$ cat src/rtl/pipe_flow_ctrl.sv
// Pipeline flow controller: load-use / mult-div hazard stalls, mult/div latency
// counter, and the interrupt-entry / ERET sequencing that drives the PC mux.
module pipe_flow_ctrl #(
    parameter int unsigned MULT_CYCLES = 5,
    parameter int unsigned DIV_CYCLES  = 10
) (
    input  logic       clk,
    input  logic       reset,
    input  logic [4:0] rs_d,
    input  logic [4:0] rt_d,
    input  logic       use_rs_d,
    input  logic       use_rt_d,
    input  logic [4:0] wa_e,
    input  logic       load_e,
    input  logic       md_start_e,
    input  logic       md_div_e,
    input  logic       md_use_d,
    input  logic       irq_req,
    input  logic       eret_d,
    output logic       stall_d,
    output logic       flush_fd,
    output logic       flush_e,
    output logic [1:0] pc_sel_exc,
    output logic       md_busy
);

    typedef enum logic [1:0] {
        RUN     = 2'd0,
        TAKE    = 2'd1,
        HANDLER = 2'd2,
        RET     = 2'd3
    } state_t;

    localparam logic [3:0] MULT_LOAD = 4'(MULT_CYCLES);
    localparam logic [3:0] DIV_LOAD  = 4'(DIV_CYCLES);

    state_t     state;
    logic [3:0] count;
    logic       lu;
    logic       mdh;
    logic       stall_ok;

    always_comb begin
        lu = load_e && (wa_e != '0) &&
             ((use_rs_d && (rs_d == wa_e)) || (use_rt_d && (rt_d == wa_e)));
        mdh      = md_use_d && (md_busy || md_start_e);
        stall_ok = (state == RUN) || (state == HANDLER);
    end

    // Reset gating keeps the combinational outputs at 0 while reset is high.
    assign md_busy = (count != '0);
    assign stall_d = ~reset & stall_ok & (lu | mdh);
    assign flush_e = stall_d | (~reset & (state == TAKE));

    always_ff @(posedge clk or posedge reset) begin
        if (reset) begin
            count <= '0;
        end else if (md_start_e && (count == '0)) begin
            count <= md_div_e ? DIV_LOAD : MULT_LOAD;
        end else if (count != '0) begin
            count <= count - 4'd1;
        end
    end

    // flush_fd / pc_sel_exc are registered together with the state they decode.
    always_ff @(posedge clk or posedge reset) begin
        if (reset) begin
            state      <= RUN;
            flush_fd   <= 1'b0;
            pc_sel_exc <= 2'b00;
        end else begin
            case (state)
                RUN: begin
                    if (irq_req) begin
                        state      <= TAKE;
                        flush_fd   <= 1'b1;
                        pc_sel_exc <= 2'b01;
                    end
                end
                TAKE: begin
                    state      <= HANDLER;
                    flush_fd   <= 1'b0;
                    pc_sel_exc <= 2'b00;
                end
                HANDLER: begin
                    if (eret_d && !stall_d) begin
                        state      <= RET;
                        flush_fd   <= 1'b1;
                        pc_sel_exc <= 2'b10;
                    end
                end
                RET: begin
                    state      <= RUN;
                    flush_fd   <= 1'b0;
                    pc_sel_exc <= 2'b00;
                end
                default: begin
                    state      <= RUN;
                    flush_fd   <= 1'b0;
                    pc_sel_exc <= 2'b00;
                end
            endcase
        end
    end

endmodule

$ cat config.mk
export PLATFORM = sky130hd
export DESIGN_NAME = pipe_flow_ctrl
export DESIGN_NICKNAME = d
export VERILOG_FILES = /design/src/rtl/pipe_flow_ctrl.sv
export SDC_FILE = /design/constraint.sdc
export NUM_CORES = 1
export LEC_CHECK = 0
export CORE_MARGIN = 5
export CORE_UTILIZATION = 40
export DETAILED_ROUTE_END_ITERATION = 7
export HOLD_SLACK_MARGIN = 0.12
export PLACE_DENSITY = 0.77
export RECOVER_POWER = 50
export SLEW_MARGIN = 20
export SYNTH_ARGS = -nofsm -noshare
export SYNTH_HDL_FRONTEND = slang
export SYNTH_SLANG_ARGS = --single-unit
$ cat constraint.sdc
create_clock -name clk -period 2.29 [get_ports clk]
set_input_delay 0.3435 -clock clk [delete_from_list [all_inputs] [get_ports clk]]
set_output_delay 0.3435 -clock clk [all_outputs]
set_load 0.01 [all_outputs]
=== Word-level counts from Yosys, hierarchy flattened ===
Cells that the tools add are included.

* Bits in registers: 9
* Input port bits: 25
* Word-level logic and storage cells: 47

* $add $sub $neg: 1
* Equality and inequality tests: 7
* Multiplexer cells: 11
* Bitwise logic cells: 6
* Reductions and logical operators: 18

{| class="wikitable"
|+ Operators with widths
! operator !! number
|-
| 2-to-1 mux 4 bit || 3
|-
| equality test 5 bit || 2
|-
| one-hot mux 2 bit (4 select lines) || 1
|-
| logical AND 1 bit || 7
|-
| 2-to-1 mux 2 bit || 3
|-
| one-hot mux 2 bit (3 select lines) || 1
|-
| nonzero test 5 bit || 1
|-
| equality test 2 bit, second input constant || 2
|-
| logical NOT 4 bit || 1
|-
| nonzero test 4 bit || 1
|-
| subtractor 4 x 1 -> 4 bit, second input constant || 1
|-
| bitwise AND 1 bit || 3
|-
| logical OR 1 bit || 3
|-
| one-hot mux 1 bit (3 select lines) || 1
|-
| equality test 2 x 1 -> 1 bit, second input constant || 1
|-
| logical NOT 2 bit || 1
|-
| 2-to-1 mux 1 bit || 2
|-
| inequality test 2 x 1 -> 1 bit, second input constant || 1
|-
| inequality test 2 bit, second input constant || 1
|-
| bitwise OR 1 bit || 2
|-
| AND reduction 2 bit || 1
|-
| nonzero test 2 bit || 1
|-
| OR reduction 2 bit || 1
|-
| logical NOT 1 bit || 1
|-
| inverter 1 bit || 1
|}

=== Depth between registers and ports, before layout ===
Gate-level depths: netlist (run 1).

* Depth in word-level cells: 10
* Depth in mapped cells: 7

=== Worst setup path after synthesis (run 1) ===
No wires, ideal clock.

* Path kind: reg2out
* From: reg count[0]
* To: out flush_e
* Arrival: 1,489 ps
* Path slack: 458 ps
* Cell stages (with the launch flop): 8
* Buffers on the path: 0
* Cells stage by stage: dfrtp_1 > inv_1 > ha_1 > nand2_1 > o21ai_0 > o21a_1 > nor2_1 > o21a_1

* Longest elaborated chain between the ends: 6

{| class="wikitable"
|+ Ends and longest elaborated chain
! item !! RTL line !! source
|-
| start: declaration || 38 || <nowiki>logic [3:0] count;</nowiki>
|-
| start signal: assignment || 59 || <nowiki>count <= md_div_e ? DIV_LOAD : MULT_LOAD;</nowiki>
|-
| start signal: assignment || 61 || <nowiki>count <= count - 4'd1;</nowiki>
|-
| nonzero test 4 bit || 51 || <nowiki>assign md_busy = (count != '0);</nowiki>
|-
| named net md_busy || 24 || <nowiki>output logic md_busy</nowiki>
|-
| logical OR 1 bit || 46 || <nowiki>mdh = md_use_d && (md_busy || md_start_e);</nowiki>
|-
| logical AND 1 bit || 46 ||
|-
| bitwise OR 1 bit || 52 || <nowiki>assign stall_d = ~reset & stall_ok & (lu | mdh);</nowiki>
|-
| bitwise AND 1 bit || 52 ||
|-
| bitwise OR 1 bit || 53 || <nowiki>assign flush_e = stall_d | (~reset & (state == TAKE));</nowiki>
|-
| end: declaration || 22 || <nowiki>output logic flush_e,</nowiki>
|}

The timed path passes the listed nets, and every way through them passes these cells.

=== Worst setup path after layout (run 1) ===
* From: in wa_e[1]
* To: out flush_e

* Longest elaborated chain between the ends: 7
* Elaborated cells on any way between the ends: 11
* Classes of those cells: 2 x eq/ne; 3 x bitwise; 6 x reduce/logical

{| class="wikitable"
|+ Ends and longest elaborated chain
! item !! RTL line !! source
|-
| start: declaration || 13 || <nowiki>input logic [4:0] wa_e,</nowiki>
|-
| equality test 5 bit || 45 || <nowiki>((use_rs_d && (rs_d == wa_e)) || (use_rt_d && (rt_d == wa_e)));</nowiki>
|-
| logical AND 1 bit || 45 ||
|-
| logical OR 1 bit || 45 ||
|-
| logical AND 1 bit * || 44 || <nowiki>lu = load_e && (wa_e != '0) &&</nowiki>
|-
| bitwise OR 1 bit * || 52 ||
|-
| bitwise AND 1 bit * || 52 ||
|-
| bitwise OR 1 bit * || 53 ||
|}

Every way passes the cells marked *; elsewhere a longest branch is shown, timed or not.

==> out/metrics.csv, run 1 <==
metric,value,unit
nets,150,
placementRows,15,
cts_sinks,9,
num_io_pins,31,
worst_pin_slew,0.5541,ns
final-max-slew-violation-count,0,
finalNonFillerCells,135,
start_kind,input pin,
numCtsBuffers,3,
core-area,0.001689,mm²
viasPerCell,5.163,
grt_pass1_wl,3008,µm
drive_above_1_share,22.88,%
ys_warn_count,0,
antenna_found_initial,0,
leakagePower,0.0005414,µW
gp_congestion,0.7821,
grt-ovfl-total,0,
htree_levels,1,
ir_drop,618.3,µV
ctsHoldBuffers,0,
clk_path_buf_depth,2,
critPathKind,in2out,
die_y,51.56,µm
synthCells,75,
switching_share,38.56,%
required,1.95,ns
p_int,626.3,µW
firstDrtPassIters,4,
start_util,40.89,%
dp_hpwl,1530,µm
r2r_cells,7,
cts.reportedPaths.clkPinSlew,0.06,ns
diodes,0,
cp-startpoint,wa_e[1],
p_total,1019,µW
worstPathArrival,1.85,ns
relSlewSlack,63.06,%
crit_fanout,3,
reg2reg_from,state[0],
die-area,0.002658,mm²
setup_viol,0,
synth_fp_nets,106,
cts_tree,yes,
io_buffers,30,
design_area,0.001144,mm²
synth_area,690.7,µm²
final_util,67.70,%
drt.antenna.violating_nets,0,
area_growth,65.58,%
vias,697,
rrSetupSlack,0.29,ns
first_iter_violations,7,
end_kind,primary output,
seq_area_frac_synth,32.61,%
pwr-share-clk,12.8,%
wirelength,1855,µm
place_inst,131,
grt_pass1_vias,722,
min_period,2.198,ns
track_usage,15.26,%
comb_power_share,57.8,%
fin_skew,0.007074,ns
p_per_area,891.3,mW/mm²
synth_area_per_cell,9.209,µm²
switching_power,393.0,µW
dpl_cell_area,0.001080,mm²
whs,0.4970,ns
min_period_over_period,95.97,%
status,completed,
reg2reg_to,state[1],
hold_viol,0,
cp-endpoint,flush_e,
wl_per_cell,13.74,µm
maxCapViolations,0,
worstSkewPairLatency,0.27,ns
grt_max_degree,11,
dieWidth,51.56,µm
drc,0,
synth_cell_types,27,
seqPwrFrac,29.4,%
cts_root_buf,clkbuf_4,
hp-class,reg2reg,
synth-seq-cells,9,
cts_setup_buffers,0,
fmax,0.4550,GHz
[metal layers]
| layer | GRT usage, % | vias up | wire length, µm |
|---|---|---|---|
| met5 | 0 | - | 0 |
| met2 | 24.36 | 26 | 846 |
| li1 | - | 350 | - |
| met1 | 18.78 | 315 | 844 |
| met3 | 4.871 | 6 | 129 |
| met4 | 6.550 | 0 | 36 |
[worst min path at each step]
stage / from / endpoint / cells past startpoint
floorplan: reset / count[0] / 1
global placement: pc_sel_exc[0] / pc_sel_exc[0] / 1
detailed placement: pc_sel_exc[0] / pc_sel_exc[0] / 1
CTS: reset / pc_sel_exc[0] / 3
global route: count[3] / count[3] / 1
finish: count[3] / count[3] / 1
[cell usage in the layout, fill, tap and decap left out, types with 2 or more instances in the layout]
| cell type | instances |
|---|---|
| ha_1 | 6 |
| clkdlybuf4s15_1 | 2 |
| dlymetal6s2s_1 | 4 |
| dlygate4sd3_1 | 2 |
| inv_1 | 6 |
| buf_4 | 8 |
| clkbuf_1 | 2 |
| nand2_1 | 4 |
| o21a_1 | 2 |
| dlygate4sd2_1 | 6 |
| xor2_2 | 2 |
| xnor2_1 | 3 |
| a21oi_1 | 5 |
| clkbuf_4 | 3 |
| buf_2 | 2 |
| nor2_1 | 5 |
| xor2_1 | 6 |
| dfrtp_1 | 9 |
| nand2b_1 | 2 |
| o31ai_1 | 2 |
| o21ai_0 | 6 |
| clkdlybuf4s50_1 | 14 |
[cell usage after synthesis, drive strengths merged]
cell	number	area, µm²
mux2	1	15.01
or4	1	7.510
inv	6	22.52
dfrtp	9	225.2
nor2b	1	6.260
nand2	4	15.01
and2	1	6.260
xor2	8	70.07
xnor2	3	26.28
o21ai	8	43.79
o221ai	1	15.01
and2b	1	8.760
ha	6	75.07
nand3	1	5.000
or2	1	6.260
o21a	2	15.01
a32oi	1	8.760
a21oi	5	25.02
o22ai	1	6.260
nor4	2	12.51
o22a	1	10.01
nand2b	3	26.27
nor3	1	5.000
nor2	5	18.77
o31ai	2	15.01
[final cells by class]
class                   count  area, µm²
clock buffers               4      26.28
fillers                   146      545.5
repair buffers             39      356.6
well taps                  17      21.27
flip-flops and latches      9      225.2
inverters                   6      22.52
multi-input cells          60      491.7
[registers in the layout, indices dropped and copies added (netlist names)]
name        count
pc_sel_exc      2
count           4
flush_fd        1
state           2
[timing repair]
action | CTS | global route
pin swaps | 5 | 6
gates resized for setup | 20 | 11
endpoints found under the setup margin | 2 | 1
[power groups by stage]
stage | clock network, µW | registers (µW) | logic, µW
after global routing | 144 | 311 | 653
after CTS | 131 | 299 | 589
final | 131 | 300 | 589
after global placement | 0 | 297 | 582
after floorplan | 0 | 305 | 352
after detailed placement | 0 | 302 | 593
[worst max-delay path, stage by stage]
cell	delay (ns)
clkdlybuf4s15_1	0.25
or4_4	0.58
o21ai_4	0.14
o21a_1	0.17
nor2_1	0.06
o21a_1	0.18
buf_2	0.13
[kinds of logic (layout without fill, tap and decap cells)]
family          after synthesis  in the layout  share of synthesized area [%]
mux                           1              1                          2.173
simple gates                 21             21                          17.03
buf+inv                       6             49                          3.261
flops                         9              9                          32.61
compound gates               21             21                          20.11
xor+xnor                     11             11                          13.95
fa+ha+maj                     6              6                          10.87
[metrics by stage]
step / TNS (ns) / worst slack, ns
after CTS: 0 / 0.03275
after floorplan: 0 / 0.4578
after global placement: -1.148 / -0.4635
final: 0 / 0.09222
after global routing: -0.002225 / -0.002225
after detailed placement: -1.303 / -0.4986
(Power assumes the default switching activity.)
==> inputs of run 2 (changes only) <==
--- a/config.mk
+++ b/config.mk
@@ -5,7 +5,6 @@
 export SDC_FILE = /design/constraint.sdc
 export NUM_CORES = 1
 export LEC_CHECK = 0
-export CORE_MARGIN = 5
 export CORE_UTILIZATION = 40
 export DETAILED_ROUTE_END_ITERATION = 7
 export HOLD_SLACK_MARGIN = 0.12
==> run 2 against run 1 <==
Against the previous run:
- the flow now finishes with violations (design-rule violations)
- register-to-register slack better by 0.03 ns
- critical path depth stayed put
- sequential share of layout area is 0.69 points higher
- global-route usage is 3.3 points higher
- worst hold slack hardly changed
- total power is 1.5% lower
==> out/metrics.csv, run 2 (synthesis results as in run 1) <==
metric,value,unit,change
final-max-slew-violation-count,0,,unchanged
p_int,618.9,µW,-1.2%
wl_per_cell,12.36,µm,-10%
cts_root_buf,clkbuf_4,,
start_util,44.30,%,+3.4 points
first_iter_violations,17,,+10
cp-startpoint,wa_e[1],,
firstDrtPassIters,6,,+2
switching_power,385.5,µW,-1.9%
relSlewSlack,65.47,%,+2.4 points
drive_above_1_share,17.09,%,-5.8 points
final_common_cell,clkdlybuf4s50_1,,
drc,8,,+8
cts.reportedPaths.clkPinSlew,0.06,ns,about the same
grt_pass1_wl,2615,µm,-13%
dieWidth,43.56,µm,-16%
use_met3,5.833,%,+0.96 points
numCtsBuffers,3,,unchanged
cts_sinks,9,,unchanged
gp_congestion,0.8046,,+2.9%
seqPwrFrac,29.8,%,+0.4 points
grt_busiest_layer,met2,,
wirelength,1644,µm,-11%
final_cell_mix,"clkdlybuf4s50_1, dfrtp_1, xor2_1, dlymetal6s2s_1",,
antenna_found_initial,0,,unchanged
diodes,0,,unchanged
place_inst,129,,-1.5%
n_fill_cell,122,,-16%
largest_reg_flops,4,,unchanged
vias,694,,-0.43%
setup_viol,0,,unchanged
grt_use_met2,33.73,%,+9.4 points
grt_max_degree,11,,unchanged
placementRows,14,,-1
pwr-share-clk,12.3,%,-0.5 points
required,1.95,ns,about the same
crit_chain,dlygate4sd2_1 -> or4_1 -> o21ai_2 -> o21a_1 -> nor2_1 -> o21a_1 -> buf_2,,
largestRegisters,"count (4), pc_sel_exc (2), state (2)",,
track_usage,18.54,%,+3.3 points
worstSkewPairLatency,0.26,ns,about the same
min_period,2.211,ns,+0.01361 ns
min_period_over_period,96.57,%,+0.59 points
dp_hpwl,1375,µm,-10%
viasPerCell,5.218,,+1.1%
clk_path_buf_depth,2,,unchanged
cpMaxStageDelayCell,or4_1,,
start_kind,input pin,,
worstPathArrival,1.87,ns,+0.02 ns
hp-class,reg2reg,,
finalNonFillerCells,133,,-1.5%
status,"complete, but fails checks",,
grt_pass1_vias,683,,-5.4%
switching_share,38.38,%,-0.17 points
leakagePower,0.0005556,µW,+2.6%
ir_drop,664.5,µV,+7.5%
die-area,0.001897,mm²,-29%
end_kind,primary output,,
hold_start,count[3],,
num_io_pins,31,,unchanged
p_total,1004,µW,-1.5%
drt.antenna.violating_nets,0,,unchanged
path_buf_inv,2,,unchanged
p_per_area,909.1,mW/mm²,+2.0%
grtUsageMet1,20.05,%,+1.3 points
area_growth,59.96,%,
violations,design-rule violations,,
cp_slowest_stage_delay,0.55,ns,-0.03 ns
maxCapViolations,0,,unchanged
core-area,0.001559,mm²,-7.7%
critPathKind,in2out,,
cts_setup_buffers,0,,unchanged
reg2reg_from,state[0],,
nets,149,,-0.67%
rsz0062_at_grt,false,,
io_buffers,30,,unchanged
hold_viol,0,,unchanged
fmax,0.4522,GHz,-0.62%
fin_skew,0.001569,ns,-0.005505 ns
die_y,43.56,µm,-16%
grt-ovfl-total,0,,unchanged
cts_tree,yes,,
cpMostUsedCell,o21a_1,,
comb_power_share,57.9,%,about the same
rrSetupSlack,0.32,ns,+0.03 ns
crit_fanout,3,,unchanged
htree_levels,1,,unchanged
worst_pin_slew,0.5180,ns,-0.03604 ns
critical-path-top-delay-family,simple AND/OR/NAND/NOR gates,,
largest_register,count,,
-- run 2: changes by cell type in the layout (fill, tap and decap cells not counted), moves of 2 or more --
| cell | before | now |
|---|---|---|
| dlymetal6s2s_1 | 4 | 8 |
| xor2_2 | 2 | 0 |
| dlygate4sd2_1 | 6 | 3 |
| buf_4 | 8 | 6 |
| xor2_1 | 6 | 8 |
-- run 2: worst paths after layout --
| path | endpoint | cells after the start |
|---|---|---|
| max | flush_e | 7 |
| min | count[3] | 1 |
| max reg2reg | state[1] | 7 |
| min reg2reg | count[3] | 1 |
| max in group asynchronous | count[1] | 3 |
| min in group asynchronous | pc_sel_exc[1] | 3 |
-- run 2: repair_timing --
action | CTS | global route
setup endpoints to repair | 2 | 2
hold buffers | 0 | 0
gates resized for setup | 13 | 11
pin swaps | 4 | 6
-- run 2: power by group through the flow --
stage / combinational, µW / sequential, µW / clock (µW)
after floorplan: 352 / 305 / 0
after global placement: 577 / 299 / 0
after detailed placement: 602 / 302 / 0
after CTS: 597 / 300 / 128
after global routing: 650 / 309 / 135
final: 582 / 299 / 124
-- run 2: final cells by class --
cell class	instances	area [µm²]	area share, %
Timing Repair Buffer	38	359.1	32.50
Clock buffer	4	26.28	2.378
Multi-Input combinational cell	60	451.7	40.88
Inverter	6	22.52	2.039
Sequential cell	9	225.2	20.39
Tap cell	16	20.02	1.812
-- run 2: per-layer routing --
metal	up-vias	routed length, µm	share of wire [%]
li1	346	-	-
met1	314	675	41
met2	32	794	48
met3	2	165	10
met4	0	9	0.55
met5	-	0	0
-- run 2: per-stage QoR --
stage	instance area, µm²	setup WS [ns]	setup TNS (ns)	hold WS [ns]	util (%)
global route	1105	0.01565	0	0.5192	70.87
global placement	1071	-0.4649	-1.031	0.4775	68.70
detailed placement	1071	-0.4846	-1.184	0.4826	68.70
finish	1105	0.07861	0	0.4969	70.87
CTS	1087	-0.009306	-0.009306	0.4402	69.74
floorplan	690.7	0.4578	0	0.1879	-
==> inputs of run 3 (changes only) <==
--- a/config.mk
+++ b/config.mk
@@ -5,10 +5,12 @@
 export SDC_FILE = /design/constraint.sdc
 export NUM_CORES = 1
 export LEC_CHECK = 0
-export CORE_UTILIZATION = 40
+export CELL_PAD_IN_SITES_DETAIL_PLACEMENT = 1
+export CELL_PAD_IN_SITES_GLOBAL_PLACEMENT = 1
+export CORE_UTILIZATION = 29
 export DETAILED_ROUTE_END_ITERATION = 7
 export HOLD_SLACK_MARGIN = 0.12
-export PLACE_DENSITY = 0.77
+export PLACE_DENSITY_LB_ADDON = 0.1
 export RECOVER_POWER = 50
 export SLEW_MARGIN = 20
 export SYNTH_ARGS = -nofsm -noshare
==> run 3 against run 2 <==
Against the previous run:
- critical path depth up 4
- sequential share of layout area down 0.99 points
- first-iteration DRC count down 88%
- largest power group unchanged
- the run now ends clean
- highest routed layer unchanged
- clock power about the same
- worst hold slack worse by 0.0063 ns
- sequential cell count unchanged
- utilization down 19 points
==> out/metrics.csv, run 3 (synthesis results as in run 1) <==
metric,value,unit,change
cts.reportedPaths.clkPinSlew,0.06,ns,about the same
final_util,51.99,%,-19 points
core-area,0.002233,mm²,+43%
largestRegisters,"count (4), pc_sel_exc (2), state (2)",,
cts_tree,yes,,
grt_max_degree,11,,unchanged
ir_drop,594.4,µV,-11%
htree_levels,1,,unchanged
area_growth,68.12,%,
critPathKind,in2reg,,
grt_pass1_vias,820,,+20%
numCtsBuffers,3,,unchanged
setup_viol,0,,unchanged
finalNonFillerCells,150,,+13%
wirelength,2062,µm,+25%
drc,0,,-8
grt-ovfl-total,0,,unchanged
track_usage,18.39,%,-0.15 points
start_util,30.92,%,-13 points
maxCapViolations,0,,unchanged
p_per_area,916.9,mW/mm²,+0.86%
worst_pin_slew,0.5329,ns,+0.01486 ns
cpMaxStageDelayCell,mux2_4,,
leakagePower,0.0005164,µW,-7.1%
antenna_found_initial,0,,unchanged
firstDrtPassIters,2,,-4
die-area,0.002581,mm²,+36%
wl_per_cell,13.75,µm,+11%
fmax,0.4568,GHz,+1.0%
cts_root_buf,clkbuf_4,,
dp_hpwl,1579,µm,+15%
fin_skew,0.007561,ns,+0.005992 ns
cpMostUsedCell,buf_4,,
first_iter_violations,2,,-15
drt.antenna.violating_nets,0,,unchanged
nets,154,,+3.4%
place_inst,141,,+9.3%
gp_congestion,0.7399,,-8.0%
grt_pass1_wl,3484,µm,+33%
start_kind,input pin,,
hold_viol,0,,unchanged
hp-class,reg2reg,,
crit_fanout,3,,unchanged
final_common_cell,clkdlybuf4s50_1,,
cp_slowest_stage_delay,0.30,ns,-0.25 ns
io_buffers,30,,unchanged
cts_sinks,9,,unchanged
largest_reg_flops,4,,unchanged
drive_above_1_share,22.95,%,+5.9 points
rsz0062_at_grt,false,,
final_cell_mix,"clkdlybuf4s50_1, buf_4, dfrtp_1, dlygate4sd2_1, xor2_1",,
die_y,50.80,µm,+17%
worstSkewPairLatency,0.27,ns,about the same
num_io_pins,31,,unchanged
relSlewSlack,64.47,%,-0.99 points
diodes,0,,unchanged
final-max-slew-violation-count,0,,unchanged
worstPathArrival,2.34,ns,+0.47 ns
status,completed,,
whs,0.4906,ns,-0.006319 ns
required,2.44,ns,+0.49 ns
p_total,1065,µW,+6.0%
min_period,2.189,ns,-0.02225 ns
min_period_over_period,95.60,%,-0.97 points
crit_chain,clkdlybuf4s15_1 -> xor2_1 -> nor4_2 -> a32oi_1 -> buf_4 -> buf_4 -> buf_4 -> buf_4 -> o221ai_4 -> nand2b_4 -> mux2_4,,
vias,757,,+9.1%
dieWidth,50.80,µm,+17%
end_kind,flip-flop,,
clk_path_buf_depth,2,,unchanged
largest_register,count,,
viasPerCell,5.047,,-3.3%
ctsHoldBuffers,0,,unchanged
placementRows,17,,+3
run 3: cell count changes in the layout (fill, tap and decap cells not counted), moves of 2 or more:
| cell | previous run | this run |
|---|---|---|
| dlygate4sd2_1 | 3 | 9 |
| nor4_1 | 2 | 0 |
| dlymetal6s2s_1 | 8 | 0 |
| nor4_2 | 0 | 2 |
| buf_4 | 6 | 11 |
| clkdlybuf4s15_1 | 1 | 3 |
| clkdlybuf4s15_2 | 0 | 2 |
run 3: where the power goes:
group / switching [µW] / internal [µW]
clock network: 57.2 / 67.2
registers: 63.8 / 241
logic: 299 / 336
run 3: area by class of cell:
| cell class | count | area [µm²] |
|---|---|---|
| Clock buffer | 4 | 26.28 |
| Fill cell | 271 | 1072 |
| Inverter | 6 | 22.52 |
| Multi-Input combinational cell | 60 | 475.5 |
| Sequential cell | 9 | 225.2 |
| Tap cell | 28 | 35.03 |
| Timing Repair Buffer | 43 | 376.6 |
run 3: worst max-delay path, delay by kind of cell:
family / cells / cell delay (ns)
mux: 1 / 0.30
simple gates: 2 / 0.47
compound gates: 2 / 0.31
xor+xnor: 1 / 0.18
buf+inv: 5 / 0.74
run 3: path summary, 6_finish.rpt:
check                                endpoint  depth (start not counted)  slack [ns]     startpoint
max in group asynchronous            count[3]                          3        1.22          reset
worst min-delay path            pc_sel_exc[0]                          1        0.49  pc_sel_exc[0]
worst max-delay path                 state[1]                         11        0.10        wa_e[3]
worst min register to register  pc_sel_exc[0]                          1        0.49  pc_sel_exc[0]
worst max register to register       state[1]                          7        0.26       state[0]
min in group asynchronous       pc_sel_exc[1]                          3        0.71          reset
run 3: stage by stage:
stage | instance area [µm²] | TNS [ns] | setup WS, ns
floorplan | 690.7 | 0 | 0.4578
global placement | 1086 | -1.318 | -0.5348
detailed placement | 1086 | -1.382 | -0.5550
CTS | 1142 | 0 | 0.05696
global route | 1161 | 0 | 0.002973
finish | 1161 | 0 | 0.1009
run 3: what timing repair did:
action,CTS,global route
endpoints found under the setup margin,2,6
pin swaps,7,4
setup buffers,7,1
resized for setup,26,5
run 3: per-layer routing:
metal | vias to the layer above | share of wire (%) | track usage (%)
met5 | - | 0 | 0
met4 | 0 | 1.6 | 8.333
met3 | 4 | 6.1 | 3.030
met2 | 28 | 50 | 34.00
met1 | 370 | 42 | 20.22
li1 | 355 | - | -
==> RTL change 1: new RTL, config.mk and constraints of run 1 <==
Register the inputs `md_div_e` and `irq_req` before use. The logic sees them one clock later. The other inputs are not delayed to match.
--- a/src/rtl/pipe_flow_ctrl.sv
+++ b/src/rtl/pipe_flow_ctrl.sv
@@ -34,6 +34,14 @@
     localparam logic [3:0] MULT_LOAD = 4'(MULT_CYCLES);
     localparam logic [3:0] DIV_LOAD  = 4'(DIV_CYCLES);
 
+    logic md_div_e_q;
+    logic irq_req_q;
+
+    always_ff @(posedge clk) begin
+        md_div_e_q <= md_div_e;
+        irq_req_q  <= irq_req;
+    end
+
     state_t     state;
     logic [3:0] count;
     logic       lu;
@@ -56,7 +64,7 @@
         if (reset) begin
             count <= '0;
         end else if (md_start_e && (count == '0)) begin
-            count <= md_div_e ? DIV_LOAD : MULT_LOAD;
+            count <= md_div_e_q ? DIV_LOAD : MULT_LOAD;
         end else if (count != '0) begin
             count <= count - 4'd1;
         end
@@ -71,7 +79,7 @@
         end else begin
             case (state)
                 RUN: begin
-                    if (irq_req) begin
+                    if (irq_req_q) begin
                         state      <= TAKE;
                         flush_fd   <= 1'b1;
                         pc_sel_exc <= 2'b01;
Check against the original RTL: not equivalent (a bounded check fails within 4 cycles, from zero or initial values and one cycle with reset high).
==> RTL change 1 against run 1 <==
- sequential cell count is 2 higher
- maximum frequency is 0.13% lower
- area after synthesis is 7.6% higher
- routed wire length is 3.4% higher
- cell area is 3.3% higher
- combinational power is 1% higher
- total power is 4.1% higher
- setup slack worse by 0.0029 ns
- non-clock buffer count is 1 lower
- clock skew is 0.0034 ns lower
- critical path type unchanged
- critical endpoint unchanged
- largest cell class unchanged
- largest power group unchanged
==> RTL change 1: results (changes against run 1) <==
qor: run_status.outcome complete, no violations
qor: grt.grt_util_met2 26.9% [+2.5 points]
qor: synth.syn_nets 107 [+0.94%]
qor: synth.yosysWarningCount 0 [unchanged]
qor: route.drt_pre_antenna_iters 4 [unchanged]
qor: synth.yosys-mux-area-fraction 3.37% [+1.2 points]
qor: grt.grtUsageMet3 2.54% [-2.3 points]
qor: synth.post_synthesis_share_of_cell_area_spent_on_xor_and_xnor_gates 14.1% [+0.19 points]
qor: synth.synth_top_area_cells sky130_fd_sc_hd__dfrtp_1 (30%), sky130_fd_sc_hd__xor2_1 (11%), sky130_fd_sc_hd__ha_1 (10%)
qor: synth.compound_gate_fraction_of_synth_area 16.2% [-3.9 points]
qor: timing.relSlewSlack 65.9% [+2.9 points]
qor: clock_tree.tritoncts.num_buffers 3 [unchanged]
qor: grt.grt_start_max_net_pins 10 [-1]
qor: route.drtIter0Drc 4 [-3]
qor: grt.gr-usage-all-layers 15.5% [+0.21 points]
qor: place.gpl.final_weighted_congestion 0.753 [-3.7%]
qor: synth.synth.yosys.seq_area_share 35.7% [+3.1 points]
qor: route.drt-vias-per-instance 4.92 [-4.8%]
qor: synth.synth_fa_ha_area_share 10.1% [-0.77 points]
qor: grt.antenna_found_initial 0 [unchanged]
qor: place.dp_hpwl 1580 µm [+3.6%]
qor: finish.layout.nets 149 [-0.67%]
qor: grt.grt_first_pass_wirelength 3080 µm [+2.3%]
qor: pwr.max-vdd-ir-drop 557 µV [-9.9%]
qor: clock_tree.cts_buffer_depth 2 [unchanged]
qor: place.port_buffers 30 [unchanged]
qor: synth.synth_top_cells_by_count sky130_fd_sc_hd__dfrtp_1 (9), sky130_fd_sc_hd__xor2_1 (9), sky130_fd_sc_hd__ha_1 (6), sky130_fd_sc_hd__inv_1 (6), sky130_fd_sc_hd__o21ai_0 (6)
qor: grt.grtUsageMet1 16.1% [-2.7 points]
qor: pwr.p_leak 0.573 nW [+5.8%]
qor: setup_path.critPathMaxFanout 3 [unchanged]
qor: synth.synthDistinctLibCells 32 [+19%]
qor: synth.synth_async_sr_flop_share 81.8% [-18 points]
qor: timing.clock-skew-final 0.00369 ns [-0.00339 ns]
qor: finish.layout_cell_share_with_drive_strength_beyond_1 19.7% [-3.2 points]
qor: route.detail_route.wl_per_cell 13.5 µm [-1.7%]
qor: setup_path.critical_path_arrival 1.86 ns
qor: grt.via_count_of_the_first_global_routing_pass 731 [+1.2%]
qor: finish.antenna-diode-count 0 [unchanged]
qor: clock_tree.cts.root.buffer_cell sky130_fd_sc_hd__clkbuf_4
## RTL change 1: cell count changes in the layout (fill, tap and decap cells not counted), sizes merged, moves of 2 or more
cell,change
dlymetal6s2s,+4
dlygate4sd2,-3
nand2,-2
buf,-2
a21oi,-3
dfxtp,+2
## RTL change 1: timing repair
item,4_1_cts,5_1_grt
hold buffers,0,0
hold endpoints to repair,0,0
pin swaps,3,5
setup endpoints to repair,2,2
gates resized for setup,14,13
## RTL change 1: routing by layer
layer	vias to the layer above	share of wire [%]
met5	-	0
met3	5	7.8
li1	346	-
met4	0	3.4
met2	27	49
met1	320	40
## RTL change 1: layout make-up
class,instances,area (µm²)
tap,25,31.3
inverter,6,22.5
timing repair buffer,38,359
clock buffer,4,26.3
multi-input combinational,58,477
fill,147,564
sequential,11,265
## RTL change 1: power by group
group,internal [W],switching [W]
Combinational,0.000318,0.000277
Sequential,0.000278,0.0000531
Clock,0.0000677,0.0000672
## RTL change 1: cells by family after synthesis
logic type      count (synthesis)
fa+ha+maj                       6
compound gates                 17
mux                             2
xor+xnor                       12
simple gates                   21
buf+inv                         7
flops                          11
## RTL change 1: path summary, 6_finish.rpt
path,from,endpoint,slack (ns),depth (start not counted)
setup reg to reg,state[0],state[1],0.30,7
hold / removal,pc_sel_exc[0],pc_sel_exc[0],0.50,1
hold reg to reg,pc_sel_exc[0],pc_sel_exc[0],0.50,1
setup / recovery,wa_e[1],flush_e,0.09,7
min in group asynchronous,reset,count[3],0.69,3
max in group asynchronous,reset,pc_sel_exc[0],1.26,3
## RTL change 1: critical path, stage by stage
cell                            delay, ns
sky130_fd_sc_hd__dlygate4sd2_1       0.28
sky130_fd_sc_hd__or4_4               0.55
sky130_fd_sc_hd__o21ai_2             0.17
sky130_fd_sc_hd__o21a_1              0.16
sky130_fd_sc_hd__nor2_1              0.05
sky130_fd_sc_hd__o21a_1              0.17
sky130_fd_sc_hd__buf_2               0.14
## RTL change 1: stage by stage
step	power (W)	setup TNS [ns]	area, µm²	instances	setup WS, ns
6_report	0.00106	0	1180	142	0.0894
5_1_grt	0.00117	0	1180	142	0.00697
4_1_cts	0.00108	-0.0107	1160	142	-0.0107
3_5_place_dp	0.000942	-1.25	1130	138	-0.535
3_3_place_gp	0.000911	-1.10	1130	138	-0.467
2_1_floorplan	0.000693	0	743	76	0.378
==> RTL change 2: new RTL, settings of run 1 <==
Made on the original files. Change the parameter `DIV_CYCLES` from 10 to 5.
--- a/src/rtl/pipe_flow_ctrl.sv
+++ b/src/rtl/pipe_flow_ctrl.sv
@@ -2,7 +2,7 @@
 // counter, and the interrupt-entry / ERET sequencing that drives the PC mux.
 module pipe_flow_ctrl #(
     parameter int unsigned MULT_CYCLES = 5,
-    parameter int unsigned DIV_CYCLES  = 10
+    parameter int unsigned DIV_CYCLES  = 5
 ) (
     input  logic       clk,
     input  logic       reset,
Function: changed (a bounded check fails within 10 cycles, from zero or initial values and one cycle with reset high).
==> RTL change 2 against run 1 <==
- sequential cell count is the same
- setup slack worse by 0.077 ns
- maximum frequency shrank 3.4%
- cell area rose by 3.7%
- count of clock-buffer cells in the layout down 1
- routed wire length grew 1.1%
- area after synthesis up 0.91%
- total power increased by 9.9%
- largest cell class unchanged
- highest routed layer unchanged
==> RTL change 2: results (changes against run 1) <==
qor: run_status.outcome complete, no violations
qor: place.dp_hpwl 1540 µm [+0.95%]
qor: grt.via_count_of_the_first_global_routing_pass 713 [-1.2%]
qor: place.dp_worst_setup_slack -0.549 ns [-0.0503 ns]
qor: grt.grt_first_pass_wirelength 3050 µm [+1.4%]
qor: route.total_via_count_in_the_routed_design 691 [-0.86%]
qor: timing.finalWorstSetupSlack 0.0157 ns [-0.0765 ns]
qor: clock_tree.cts_buffer_depth 2 [unchanged]
qor: pwr.switchingPower 0.000409 W [+4.0%]
qor: synth.synth_top_area_cells sky130_fd_sc_hd__dfrtp_1 (32%), sky130_fd_sc_hd__ha_1 (11%), sky130_fd_sc_hd__xor2_1 (10%)
qor: setup_path.critPathMaxFanout 2 [-1]
qor: setup_path.crit_path_top_delay_cell sky130_fd_sc_hd__dfrtp_1
qor: clock_tree.clk-insertion-delay-late 0.25 ns [-0.02 ns]
qor: setup_path.critical_path.max_stage_delay 0.39 ns [-0.19 ns]
qor: place.gpl.final_weighted_congestion 0.712 [-9.0%]
qor: finish.layout_cell_share_with_drive_strength_beyond_1 30.6% [+7.7 points]
qor: setup_path.setup_slack_of_the_most_critical_reg_to_reg_path 0.19 ns [-0.10 ns]
qor: clock_tree.clock_tree.htree_level_count 1 [unchanged]
qor: setup_path.critical_path_arrival 1.93 ns [+0.08 ns]
qor: synth.syn_nets 102 [-3.8%]
qor: grt.antenna_found_initial 0 [unchanged]
qor: clock_tree.cts.root.buffer_cell sky130_fd_sc_hd__clkbuf_4
qor: synth.yosysWarningCount 0 [unchanged]
qor: pwr.p_leak 0.616 nW [+14%]
qor: grt.grt_start_max_net_pins 8 [-3]
qor: timing.relSlewSlack 81.7% [+19 points]
qor: route.detail_route.wl_per_cell 13.6 µm [-1.1%]
qor: synth.synth_top_cells_by_count sky130_fd_sc_hd__dfrtp_1 (9), sky130_fd_sc_hd__inv_1 (8), sky130_fd_sc_hd__xor2_1 (8)
qor: finish.antenna-diode-count 0 [unchanged]
qor: timing.clock-skew-final 0.00106 ns [-0.00602 ns]
qor: finish.top_regs count (4), pc_sel_exc (2), state (2)
qor: route.drt_pre_antenna_iters 2 [-2]
qor: synth.synth_async_sr_flop_share 100% [unchanged]
qor: setup_path.crit-reg2reg-capture flush_fd
qor: synth.synth.yosys.seq_area_share 32.3% [-0.29 points]
qor: place.port_buffers 29 [-3.3%]
qor: clock_tree.tritoncts.num_buffers 3 [unchanged]
qor: setup_path.regToRegStartpoint count[0]
qor: synth.synthDistinctLibCells 27 [unchanged]
qor: clock_tree.clkTransAtPathRegs 0.06 ns [about the same]
qor: hold_path.worst_min_delay_path_category in2async
qor: pwr.max-vdd-ir-drop 734 µV [+19%]
qor: setup_path.r2r_cells 10 [+3]
qor: setup_path.setup_crit_end flush_e
qor: route.drtIter0Drc 6 [-1]
qor: grt.gr-usage-all-layers 15.5% [+0.24 points]
qor: setup_path.criticalPathCategory reg2out
qor: finish.layout.nets 153 [+2.0%]
==> RTL change 2: cell types whose count changed in the layout (fill, tap and decap cells not counted), moves of 3 or more <==
| cell | run 1 | this run |
|---|---|---|
| sky130_fd_sc_hd__dlymetal6s2s_1 | 4 | 8 |
| sky130_fd_sc_hd__o21ai_0 | 6 | 0 |
| sky130_fd_sc_hd__buf_4 | 8 | 15 |
| sky130_fd_sc_hd__dlygate4sd2_1 | 6 | 3 |
==> RTL change 2: final cells by class <==
| class | instances | area (µm²) |
|---|---|---|
| multi-input cells | 53 | 458 |
| flip-flops and latches | 9 | 225 |
| fillers | 128 | 503 |
| clock buffers | 3 | 22.5 |
| well taps | 17 | 21.3 |
| repair buffers | 47 | 424 |
| clock inverters | 1 | 5.00 |
| inverters | 8 | 30.0 |
==> RTL change 2: worst max-delay path: cells and delay by family, from the launching register on <==
family	cells	cell delay (ns)
AOI/OAI and AO/OA	3	0.51
and+or+nand+nor	2	0.44
DFF	1	0.39
buffers and inverters	2	0.21
adders and majority gates	1	0.13
==> RTL change 2: power by group through the flow <==
stage / combinational, W / clock [W] / sequential (W)
after detailed placement: 0.000655 / 0 / 0.000299
after global placement: 0.000634 / 0 / 0.000293
after CTS: 0.000677 / 0.000121 / 0.000299
final: 0.000703 / 0.000118 / 0.000300
after global routing: 0.000786 / 0.000128 / 0.000310
after floorplan: 0.000383 / 0 / 0.000297
==> RTL change 2: cells by family (layout without fill, tap and decap cells) <==
kind of cell    count (synthesis)  after routing  synth area share [%]
simple gates                   18             18                  14.9
compound gates                 16             16                  18.0
xor+xnor                       11             11                  13.8
flops                           9              9                  32.3
buf+inv                         9             59                  5.92
fa+ha+maj                       6              6                  10.8
mux                             2              2                  4.31
==> RTL change 2: metrics by stage <==
stage / cells / hold slack [ns] / area [µm²]
floorplan: 71 / 0.188 / 697
global placement: 129 / 0.487 / 1090
detailed placement: 129 / 0.490 / 1090
CTS: 135 / 0.370 / 1140
global route: 138 / 0.498 / 1190
finish: 138 / 0.494 / 1190
==> RTL change 2: worst min-delay path by stage <==
stage | end | cells after the start | slack [ns] | from
after detailed placement | pc_sel_exc[1] | 1 | 0.49 | pc_sel_exc[1]
after global routing | count[2] | 2 | 0.50 | reset
after global placement | count[3] | 1 | 0.49 | count[3]
after CTS | count[3] | 2 | 0.37 | reset
final | count[3] | 2 | 0.49 | reset
after floorplan | count[0] | 1 | 0.19 | reset
==> RTL change 2: what timing repair did <==
action / CTS / global route
setup endpoints to repair: 3 / 3
buffers inserted: 2 / 3
pin swaps: 4 / 4
resized for setup: 19 / 10
==> RTL change 2: metal layers <==
metal  wire, µm  vias to the layer above  global-route usage [%]
met2        902                       29                    25.2
li1           -                      343                       -
met4         32                        0                    9.17
met5          0                        -                       0
met1        796                      313                    17.7
met3        145                        6                    4.87
